<file path="src/rtl/keypad_scan_fifo.sv">
// rtl/keypad_scan_fifo.sv - row-scanned keypad with debounce, key-code FIFO and interrupt flags
module keypad_scan_fifo #(
  parameter int ROWS     = 4,
  parameter int COLS     = 3,
  parameter int SCAN_DIV = 20000,
  parameter int DEBOUNCE = 4,
  parameter int DEPTH    = 4,
  localparam int KW      = $clog2(ROWS*COLS)
) (
  input  logic            CLK,
  input  logic            RST,
  input  logic [COLS-1:0] COL_IN,
  output logic [ROWS-1:0] ROW_OUT,
  output logic [KW-1:0]   KEY_CODE,
  output logic            KEY_VALID,
  input  logic            KEY_RD,
  output logic            INTR,
  input  logic            INTR_ACK,
  output logic            OVERFLOW
);

  localparam int RW = (ROWS > 1) ? $clog2(ROWS) : 1;
  localparam int CW = (COLS > 1) ? $clog2(COLS) : 1;
  localparam int PW = (SCAN_DIV > 1) ? $clog2(SCAN_DIV) : 1;
  localparam int DW = $clog2(DEBOUNCE + 1);
  localparam int AW = $clog2(DEPTH);
  localparam logic [AW:0] DEPTH_C = (AW+1)'(DEPTH);

  typedef enum logic [1:0] {S_SCAN, S_DEBOUNCE, S_HELD, S_RELEASE} state_t;

  state_t        state;
  logic [PW-1:0] pre_cnt;
  logic          tick;
  logic [RW-1:0] row_idx;
  logic [RW-1:0] row_next;
  logic [CW-1:0] lat_col;
  logic [CW-1:0] lo_col;
  logic          col_any;
  logic          same_col;
  logic [DW-1:0] db_cnt;
  logic [DW-1:0] db_next;
  logic          db_done;
  logic          push;
  logic [KW-1:0] push_code;

  assign tick = (pre_cnt == PW'(SCAN_DIV - 1));

  always_ff @(posedge CLK) begin
    if (RST) pre_cnt <= '0;
    else if (tick) pre_cnt <= '0;
    else pre_cnt <= pre_cnt + 1'b1;
  end

  // Lowest set column wins when several keys share the driven row
  always_comb begin
    lo_col = '0;
    for (int i = COLS - 1; i >= 0; i--) begin
      if (COL_IN[i]) lo_col = CW'(i);
    end
  end

  assign col_any   = |COL_IN;
  assign same_col  = col_any && (lo_col == lat_col);
  assign row_next  = (row_idx == RW'(ROWS - 1)) ? '0 : row_idx + 1'b1;
  assign db_next   = db_cnt + 1'b1;
  assign db_done   = (db_next == DW'(DEBOUNCE));
  // The row stays held from latch to push, so the live row index is the key's row
  assign push_code = KW'(row_idx) * KW'(COLS) + KW'(lo_col);

  always_comb begin
    push = 1'b0;
    if (tick) begin
      if (state == S_SCAN && col_any && DEBOUNCE == 1) push = 1'b1;
      if (state == S_DEBOUNCE && same_col && db_done) push = 1'b1;
    end
  end

  always_ff @(posedge CLK) begin
    if (RST) begin
      state   <= S_SCAN;
      row_idx <= '0;
      ROW_OUT <= ROWS'(1);
      lat_col <= '0;
      db_cnt  <= '0;
    end else if (tick) begin
      case (state)
        S_SCAN: begin
          if (col_any) begin
            lat_col <= lo_col;
            db_cnt  <= DW'(1);
            state   <= (DEBOUNCE == 1) ? S_HELD : S_DEBOUNCE;
          end else begin
            row_idx <= row_next;
            ROW_OUT <= ROWS'(1) << row_next;
          end
        end
        S_DEBOUNCE: begin
          if (same_col) begin
            db_cnt <= db_next;
            if (db_done) state <= S_HELD;
          end else begin
            state   <= S_SCAN;
            row_idx <= row_next;
            ROW_OUT <= ROWS'(1) << row_next;
          end
        end
        S_HELD: begin
          if (!col_any) begin
            if (DEBOUNCE == 1) begin
              state   <= S_SCAN;
              row_idx <= row_next;
              ROW_OUT <= ROWS'(1) << row_next;
            end else begin
              state  <= S_RELEASE;
              db_cnt <= DW'(1);
            end
          end
        end
        S_RELEASE: begin
          if (col_any) begin
            state <= S_HELD;
          end else begin
            db_cnt <= db_next;
            if (db_done) begin
              state   <= S_SCAN;
              row_idx <= row_next;
              ROW_OUT <= ROWS'(1) << row_next;
            end
          end
        end
        default: state <= S_SCAN;
      endcase
    end
  end

  logic [KW-1:0] mem [DEPTH];
  logic [AW-1:0] wr_ptr;
  logic [AW-1:0] rd_ptr;
  logic [AW:0]   count;
  logic          full;
  logic          pop;
  logic          push_ok;
  logic          drop;

  assign full      = (count == DEPTH_C);
  assign KEY_VALID = (count != '0);
  assign pop       = KEY_RD && KEY_VALID;
  assign push_ok   = push && (!full || pop);
  assign drop      = push && full && !pop;
  assign KEY_CODE  = KEY_VALID ? mem[rd_ptr] : '0;

  always_ff @(posedge CLK) begin
    if (push_ok) mem[wr_ptr] <= push_code;
  end

  always_ff @(posedge CLK) begin
    if (RST) begin
      wr_ptr <= '0;
      rd_ptr <= '0;
      count  <= '0;
    end else begin
      if (push_ok) wr_ptr <= wr_ptr + 1'b1;
      if (pop) rd_ptr <= rd_ptr + 1'b1;
      case ({push_ok, pop})
        2'b10:   count <= count + 1'b1;
        2'b01:   count <= count - 1'b1;
        default: count <= count;
      endcase
    end
  end

  // A push attempt in the same cycle as the acknowledge keeps the flags set
  always_ff @(posedge CLK) begin
    if (RST) begin
      INTR     <= 1'b0;
      OVERFLOW <= 1'b0;
    end else begin
      if (push) INTR <= 1'b1;
      else if (INTR_ACK) INTR <= 1'b0;
      if (drop) OVERFLOW <= 1'b1;
      else if (INTR_ACK) OVERFLOW <= 1'b0;
    end
  end

endmodule
</file>
<file path="config.mk">
export PLATFORM = sky130hd
export DESIGN_NAME = keypad_scan_fifo
export DESIGN_NICKNAME = d
export VERILOG_FILES = /design/src/rtl/keypad_scan_fifo.sv
export SDC_FILE = /design/constraint.sdc
export NUM_CORES = 1
export LEC_CHECK = 0
export CORE_MARGIN = 2
export CORE_UTILIZATION = 42
export DETAILED_ROUTE_END_ITERATION = 10
export HOLD_SLACK_MARGIN = 0.1
export PLACE_DENSITY_LB_ADDON = 0.3
export SETUP_SLACK_MARGIN = 0.3
export SKIP_LAST_GASP = 1
export SYNTH_ARGS = -nofsm -noshare
export SYNTH_HDL_FRONTEND = slang
export SYNTH_SLANG_ARGS = --single-unit
</file>
<file path="constraint.sdc">
create_clock -name CLK -period 2.57 [get_ports CLK]
set_input_delay 0.514 -clock CLK [delete_from_list [all_inputs] [get_ports CLK]]
set_output_delay 0.514 -clock CLK [all_outputs]
set_load 0.01 [all_outputs]
</file>
==> results.yml <==
status:
  status: "finished, final reports clean"
die:
  die_w_um: 84.5
  core_area_um2: 6310
  die_h_um: 84.5
  die_area_um2: 7150
  start_util: 0.431
  io_pins: 18
  row_count: 29
final_layout:
  num-fill-cells: 573
  final_cell_mix: "33 x nor2_1, 29 x dfxtp_1, 24 x buf_4"
  num_antenna_cells: 0
  area_growth_pct: 22.6
  final-instance-count-excl-fill: 368
  final-seq-area_um2: 1280
  multi_input_area_um2: 1450
  drive_gt1_frac: 0.258
  nNetsFinal: 313
  mostFrequentLayoutCell: "nor2_1"
  fin_util: 0.529
power:
  p_sw_uw: 316
  power.total_mw: 1.53
  p_int_mw: 1.21
  power_frac_comb: 0.036
  seqPwrFrac: 0.586
  pwr_density_cell_nw_per_um2: 458
  leakagePower_nw: 1.16
  ir_worst_vdd_v: 0.000364
  p_clk_frac: 0.378
  swShare: 0.207
worst_setup_path:
  path_max_fanout: 2
  ff2ff_setup_slack_ns: 0.24
  endpoint_kind: "flip-flop"
  crit_arrival_ns: 2.53
  worstPathRequired_ns: 2.77
  start_kind: "flip-flop"
  rr_worst_depth: 10
  cp-endpoint: "count[2]"
  rr_endpoint: "count[2]"
  r2r-start: "db_cnt[1]"
  critical_path_class: "reg2reg"
  crit_path_start: "db_cnt[1]"
route:
  ant_nets: 0
  via_per_inst: 5.00
  vias: 1841
  drt_pass1_iterations: 4
  finalWirelength_um: 4520
  first_iter_violations: 38
  drc: 0
  wl_per_cell_um: 12.3
timing:
  setup-violations-final: 0
  period_share: 0.906
  fmax_mhz: 430
  final-hold-violation-count: 0
  post-route-min-period_ns: 2.33
  worst_slew_pin_slew_ns: 0.362
  fin_skew_ns: 0.0103
  rsz0062_at_grt: "true"
  fin_setup_tns_ns: 0
  hold_ws_ns: 0.463
  max_slew_margin: 0.758
  slew_violations: 0
synth:
  syn_area_um2: 2720
  syn_inst: 249
  synth-main-ff-cell: "dfxtp_1"
  synth_async_sr_flop_share: 0
  synthDistinctLibCells: 49
  ys_seq_elements: 55
  synthesis.nets: 272
  yosysWarnings: 0
  syn_avg_cell_area_um2: 10.9
  synth-edff-count: 16
  ys_seq_area_frac: 0.463
global_route:
  grt_remaining_overflow: 0
  grt_pass1_wl_um: 7850
  grt_max_degree: 27
  grt_antenna_before_repair: 0
  grt_use_total: 0.137
  first_global_vias: 1715
cts:
  clockRootBuffer: "clkbuf_8"
  clockBufferDepth: 2
  h-tree-depth: 2
  cts_buffers: 5
  cts.sinks: 55
  clkTransAtPathRegs_ns: 0.09
  clock_latency_ns: 0.31
  postCtsHoldBufs: 0
  cts_tree: "yes"
placement:
  port_buffers: 17
  dp.cells: 355
  finalWeightedCongestion: 0.772
  place_hpwl_um: 3370
flow_run:
  cap_violations: 0
hold_path:
  hold_class: "reg2reg"
-- synthesized netlist by cell type (2+ instances only) --
| cell | number | area (um^2) |
|---|---|---|
| mux2i_1 | 8 | 80.1 |
| nand2_1 | 12 | 45.0 |
| xor2_1 | 10 | 87.6 |
| a211oi_1 | 3 | 22.5 |
| nand4_1 | 2 | 12.5 |
| nor2_1 | 33 | 124 |
| ha_1 | 13 | 163 |
| a21oi_1 | 9 | 45.0 |
| nor4b_4 | 2 | 47.6 |
| edfxtp_1 | 16 | 480 |
| a21oi_2 | 2 | 17.5 |
| inv_1 | 15 | 56.3 |
| nand3_1 | 9 | 45.0 |
| fa_1 | 3 | 60.1 |
| clkbuf_1 | 5 | 18.8 |
| o21ai_0 | 8 | 40.0 |
| nand3b_1 | 3 | 22.5 |
| and3_1 | 3 | 18.8 |
| nor2b_1 | 3 | 18.8 |
| or3_1 | 5 | 31.3 |
| dfxtp_1 | 39 | 781 |
| xnor2_1 | 4 | 35.0 |
| and2_1 | 9 | 56.3 |
| nor3b_2 | 3 | 37.5 |
| a31oi_1 | 3 | 18.8 |
| mux4_2 | 4 | 90.1 |
-- state kept, by name, indices dropped and copies added (netlist names), named ones only --
signal    count
row_idx       2
pre_cnt      15
count         3
rd_ptr        2
OVERFLOW      1
mem          16
state         2
lat_col       2
db_cnt        3
ROW_OUT       4
INTR          1
wr_ptr        2
-- layer usage --
layer  vias to the layer above  GRT usage  wire [um]
met2                        14      0.227       2200
met4                         0     0.0519         77
met3                         6     0.0383        121
met1                       868      0.170       2110
li1                        953          -          -
met5                         -          0          0
-- area by class of cell --
cell class,instances,share of cell area
Clock buffer,5,0.0206
Clock inverter,3,0.0142
Inverter,15,0.0169
Multi-Input combinational cell,172,0.434
Sequential cell,55,0.383
Tap cell,77,0.0289
Timing Repair Buffer,41,0.103
-- logic make-up after synthesis --
kind of cell / share of synthesized area
AOI/OAI and AO/OA: 0.0978
xor gates and xnor gates: 0.0450
adders and majority gates: 0.0818
buffers and inverters: 0.0367
DFF: 0.463
muxes: 0.0675
and+or+nand+nor: 0.208
-- critical path, stage by stage, from the launching register on --
cell,delay (ns)
dfxtp_2,0.36
ha_4,0.15
ha_4,0.13
nor2b_4,0.14
nand2_1,0.07
a2111o_1,0.41
nor2b_4,0.14
fa_2,0.37
nor3b_4,0.21
o21ai_1,0.08
nor3b_2,0.15
-- power by group through the flow --
stage | logic, mW | clock network [mW] | registers [mW]
floorplan | 0.0295 | 0 | 0.915
global placement | 0.0544 | 0 | 0.916
detailed placement | 0.0548 | 0 | 0.916
CTS | 0.0546 | 0.596 | 0.894
global route | 0.0617 | 0.627 | 0.896
finish | 0.0546 | 0.578 | 0.895
-- repair_timing --
action	in CTS	in global routing
setup endpoints to repair	28	7
buffers inserted	5	0
pin swaps	8	7
gates resized for setup	19	13
-- stage by stage --
stage	setup slack, ns	instance area, um^2
2_1_floorplan	0.133	2750
3_3_place_gp	-0.277	3110
3_5_place_dp	-0.331	3110
4_1_cts	0.220	3290
5_1_grt	0.136	3340
6_report	0.242	3340
-- worst min path at each step --
stage | endpoint | cells after the start | from
2_1_floorplan | pre_cnt[0] | 1 | pre_cnt[0]
3_3_place_gp | db_cnt[2] | 2 | db_cnt[2]
3_5_place_dp | db_cnt[2] | 2 | db_cnt[2]
4_1_cts | pre_cnt[0] | 1 | pre_cnt[0]
5_1_grt | pre_cnt[0] | 1 | pre_cnt[0]
6_report | INTR | 2 | INTR
(Power assumes the default switching activity.)
